## config.mk

```make
export PLATFORM = sky130hd
export DESIGN_NAME = pc_redirect_unit
export DESIGN_NICKNAME = d
export VERILOG_FILES = /design/src/rtl/mips_pipe_pkg.sv /design/src/rtl/branch_target_adder.sv /design/src/rtl/pc_redirect_unit.sv
export SDC_FILE = /design/constraint.sdc
export NUM_CORES = 1
export LEC_CHECK = 0
export CORE_ASPECT_RATIO = 0.9
export CORE_UTILIZATION = 26
export CTS_BUF_LIST = sky130_fd_sc_hd__clkbuf_8 sky130_fd_sc_hd__clkbuf_16
export DETAILED_ROUTE_END_ITERATION = 8
export PLACE_DENSITY_LB_ADDON = 0.15
export RECOVER_POWER = 25
export REMOVE_ABC_BUFFERS = 1
export SLEW_MARGIN = 20
export SYNTH_ARGS = -nofsm -noshare
export SYNTH_HDL_FRONTEND = slang
export SYNTH_HIERARCHICAL = 1
export SYNTH_SLANG_ARGS = --single-unit
```

## constraint.sdc

```tcl
create_clock -name clk -period 10.25 [get_ports clk]
set_clock_uncertainty 0.1 [all_clocks]
set_input_delay 1.5375 -clock clk [delete_from_list [all_inputs] [get_ports clk]]
set_output_delay 1.5375 -clock clk [all_outputs]
set_load 0.02 [all_outputs]
```

## src/rtl/mips_pipe_pkg.sv

```systemverilog
// Shared pipeline definitions: branch-type codes, fetch constants and redirect FSM encoding.
package mips_pipe_pkg;

  localparam logic [2:0] BR_NONE = 3'b000;
  localparam logic [2:0] BR_BEQ  = 3'b001;
  localparam logic [2:0] BR_BNE  = 3'b010;
  localparam logic [2:0] BR_BLEZ = 3'b011;
  localparam logic [2:0] BR_BGTZ = 3'b100;
  localparam logic [2:0] BR_BLTZ = 3'b101;

  localparam logic [31:0] RESET_PC_DEFAULT = 32'h0000_3000;
  localparam logic [31:0] PC_STEP          = 32'd4;

  typedef enum logic {
    StIdle = 1'b0,
    StPend = 1'b1
  } redir_state_e;

  // Codes 110/111 are unused encodings and must behave like BR_NONE.
  function automatic logic is_branch(input logic [2:0] br_ctrl);
    return (br_ctrl >= BR_BEQ) && (br_ctrl <= BR_BLTZ);
  endfunction

endpackage

```

## src/rtl/branch_target_adder.sv

```systemverilog
// Combinational PC-relative branch target: id_pc + 4 + (sext(id_imm) << 2), wrapping mod 2^32.
module branch_target_adder
  import mips_pipe_pkg::*;
(
  input  logic [31:0] id_pc,
  input  logic [15:0] id_imm,
  output logic [31:0] br_target
);

  logic [31:0] offset;

  assign offset    = {{14{id_imm[15]}}, id_imm, 2'b00};
  assign br_target = id_pc + PC_STEP + offset;

endmodule

```

## src/rtl/pc_redirect_unit.sv

```systemverilog
// Fetch PC register with branch/jump redirect, IF/ID flush, one-entry redirect buffer for
// fetch back-pressure, and branch performance counters.
module pc_redirect_unit
  import mips_pipe_pkg::*;
#(
  parameter logic [31:0] RESET_PC = RESET_PC_DEFAULT,
  parameter int unsigned CNT_W    = 32
) (
  input  logic             clk,
  input  logic             rst,
  input  logic             stall_if,
  input  logic             fetch_ready,
  input  logic             id_valid,
  input  logic [31:0]      id_pc,
  input  logic [15:0]      id_imm,
  input  logic [2:0]       br_ctrl,
  input  logic             br_taken,
  input  logic             jump_en,
  input  logic [31:0]      jump_target,
  output logic [31:0]      pc,
  output logic             if_id_flush,
  output logic             redirect_pending,
  output logic [CNT_W-1:0] br_eval_cnt,
  output logic [CNT_W-1:0] br_taken_cnt
);

  localparam logic [CNT_W-1:0] CntOne = CNT_W'(1);

  redir_state_e     state_q;
  logic [31:0]      pc_q;
  logic [31:0]      pend_target_q;
  logic [CNT_W-1:0] br_eval_cnt_q;
  logic [CNT_W-1:0] br_taken_cnt_q;

  logic [31:0] br_target;
  logic [31:0] redir_tgt;
  logic        is_br;
  logic        id_live;
  logic        redir_req;

  branch_target_adder u_branch_target_adder (
    .id_pc     (id_pc),
    .id_imm    (id_imm),
    .br_target (br_target)
  );

  // An ID instruction only acts when not stalled and no older redirect is still buffered.
  assign is_br     = is_branch(br_ctrl);
  assign id_live   = id_valid & ~stall_if & (state_q == StIdle);
  assign redir_req = id_live & (jump_en | (is_br & br_taken));
  assign redir_tgt = jump_en ? jump_target : br_target;

  always_ff @(posedge clk) begin
    if (rst) begin
      state_q        <= StIdle;
      pc_q           <= RESET_PC;
      pend_target_q  <= '0;
      br_eval_cnt_q  <= '0;
      br_taken_cnt_q <= '0;
    end else if (!stall_if) begin
      if (id_live && is_br) begin
        br_eval_cnt_q <= br_eval_cnt_q + CntOne;
        if (br_taken) br_taken_cnt_q <= br_taken_cnt_q + CntOne;
      end
      if (fetch_ready) begin
        if (redir_req) begin
          pc_q <= redir_tgt;
        end else if (state_q == StPend) begin
          pc_q    <= pend_target_q;
          state_q <= StIdle;
        end else begin
          pc_q <= pc_q + PC_STEP;
        end
      end else if (redir_req) begin
        pend_target_q <= redir_tgt;
        state_q       <= StPend;
      end
    end
  end

  assign pc               = pc_q;
  assign if_id_flush      = redir_req;
  assign redirect_pending = (state_q == StPend);
  assign br_eval_cnt      = br_eval_cnt_q;
  assign br_taken_cnt     = br_taken_cnt_q;

endmodule

```

==> flow_metrics.tcl <==
set metrics [dict create \
    status "completed" \
    post_drt_via_cell_ratio 5.115 \
    htreeDepth 4 \
    rr_worst_depth 12 \
    area_growth_pct 32.77 \
    final_util_pct 35.48 \
    wl_met3_mm 1.371 \
    antenna_found_initial 0 \
    via_count 8419 \
    hold_class "flop to flop" \
    grt_max_degree 55 \
    fill_cells 3371 \
    cp_max_fo 20 \
    track_usage_pct 16.99 \
    synth_area_per_cell_um2 8.148 \
    die_x_um 194.2 \
    power_leakage_nw 4.335 \
    hold_path_depth 2 \
    max_freq_mhz 172.0 \
    relSlewSlack_pct 30.46 \
    post_drt_wl_per_cell_um 17.34 \
    first_global_vias 7995 \
    io_pins 188 \
    antennaDiodeCount 0 \
    drt_first_pass_iters 4 \
    finalCriticalPeriod_ns 5.814 \
    dp_hpwl_mm 20.94 \
    cts.clk_slew.worst_paths_ns 0.06 \
    cpPeakStageDelay_ns 0.72 \
    wl_met1_mm 14.23 \
    synthTopCellsByArea "dfxtp_1 30%, ha_1 8.8%, mux2i_1 4.5%, nor2_1 4.3%, a21oi_1 4.1%" \
    synth_flop_cell "dfxtp_1" \
    drv_slew 0 \
    tns_ns 0 \
    setup_viol 0 \
    postSynthCellCount 1061 \
    cp_slowest_cell "dlygate4sd3_1" \
    wl_met2_mm 12.64 \
    synth_most_common_cell "dfxtp_1" \
    die_h_um 175.0 \
    yosysWarningCount 6 \
    cts_buffer_depth 2 \
    hold_viol 0 \
    synth_largest_area_cell "dfxtp_1" \
    crit_chain "dlygate4sd3_1, nand4bb_1, nor3_1, clkbuf_1, nor2_1, buf_4, inv_1, clkdlybuf4s50_1" \
    holdWs_ns 0.3860 \
    dp_cells 1616 \
    crit_path_start_kind "input pin" \
    worst_slew_pin_slew_ns 1.037 \
    route.detailed.drc 0 \
    fin_cells 1646 \
    crit_arrival_ns 4.18 \
    ctsHoldBuffers 0 \
    gp_congestion 0.8108 \
    drtIter0Drc 432 \
    max_cap_violations 0 \
    path_class "input pin to output pin" \
    final_net_count 1371 \
    portBuffers 187 \
    synth_commonest_cells "129 x dfxtp_1, 99 x nor2_1, 70 x a21oi_1" \
    cp_data_required_time_ns 8.61 \
    start_util_pct 26.72 \
    async_reset_ff_share_pct 0 \
    clk_latency_ns 0.42 \
    cts-resized-gates 0 \
    drive_gt1_share_pct 6.016 \
    rsz0062_at_grt "false" \
    synth_top_area_share_pct 29.87 \
    clockRootBuffer "clkbuf_16" \
    fin_crit_sh_pct 56.72 \
    grt_first_pass_wirelength_mm 45.63 \
    cp-end-kind "output pin" \
    ir_drop_uv 103.9 \
    cts_made_buffers 17 \
    cts_tree "built" \
    top_layer_used "met4" \
    syn-cell-area_um2 8645 \
    power_mw 1.487 \
    yosysSeqAreaShare_pct 29.87 \
    yosysUniqueCellTypes 70 \
    ant_nets 0 \
    dieArea_um2 33980 \
    powerDensity_nw_per_um2 129.6 \
    finalWirelength_mm 28.54 \
    core_um2 32350 \
    grt_overflow_total 0 \
    synth_edf_count 0 \
    post_cts_buffers 0 \
    ys_seq_elements 129 \
    cts_sinks 129 \
    rows 62 \
]
==> placed cells by master (no fill, tap or decap), drive strengths merged, types with 4 or more instances in the layout <==
cell type / instances
buf: 14
ha: 61
and2: 7
clkbuf: 18
a21o: 16
nor2: 99
clkinv: 6
nor3: 23
o31ai: 10
or3: 30
clkinvlp: 4
o21bai: 7
clkdlybuf4s50: 130
a21oi: 70
and4: 9
dlygate4sd3: 55
o221ai: 8
nand2: 69
a21boi: 4
o211ai: 4
nand3: 39
nand4: 35
nor4: 17
nor2b: 7
a31oi: 5
xnor2: 38
xor2: 33
inv: 28
or4: 13
o22ai: 5
and3: 14
a211oi: 42
mux2i: 39
a31o: 5
dfxtp: 129
or2: 5
o221a: 6
o21ai: 69
nand2b: 5
==> logic make-up after synthesis <==
kind of cell               Yosys count  share of synthesized area [%]
adders and majority gates           62                          9.061
DFF                                129                          29.87
AOI/OAI and AO/OA                  288                          22.12
muxes                               42                          4.907
and+or+nand+nor                    380                          22.69
xor gates and xnor gates            71                          7.194
buffers and inverters               89                          4.154
==> metrics by stage <==
step / instance area (um2) / setup WS [ns]
5_1_grt: 11480 / 4.249
6_report: 11480 / 4.436
4_1_cts: 11480 / 4.737
3_5_place_dp: 10890 / 4.403
3_3_place_gp: 10890 / 4.484
2_1_floorplan: 8391 / 4.233
==> path summary, 6_finish.rpt <==
path / startpoint / to / slack, ns
max: stall_if / if_id_flush / 4.44
min: br_taken_cnt[1] / br_taken_cnt[1] / 0.39
max reg2reg: redirect_pending / pend_target_q[1] / 6.78
min reg2reg: br_taken_cnt[1] / br_taken_cnt[1] / 0.39
==> flip-flops by register name, summed over array words and instances, names as in the netlist <==
name,flops
br_eval_cnt,32
br_taken_cnt,32
pc,32
pend_target_q,32
redirect_pending,1
==> per-layer routing <==
metal / vias up / global-route usage, %
met1: 3900 / 23.47
met3: 19 / 3.436
met4: 0 / 4.001
met5: - / 0
li1: 4295 / -
met2: 205 / 27.02
==> worst max-delay path, delay by kind of cell <==
| family | cells | cell delay [ns] |
|---|---|---|
| buffers and inverters | 5 | 2.05 |
| AND/OR/NAND/NOR | 3 | 0.58 |
==> area by class of cell <==
class	count	area (um2)	area share (%)
inverters	28	105.1	0.9157
clock inverters	13	165.2	1.439
multi-input cells	843	5720	49.84
flip-flops and latches	129	2582	22.50
repair buffers	200	1958	17.06
well taps	416	520.5	4.535
clock buffers	17	425.4	3.707
==> power breakdown <==
part / switching [mW] / total, mW / internal (mW)
registers: 0.0162 / 0.530 / 0.514
logic: 0.182 / 0.328 / 0.146
clock network: 0.249 / 0.629 / 0.380
total: 0.446 / 1.49 / 1.04
(Power assumes the default switching activity.)
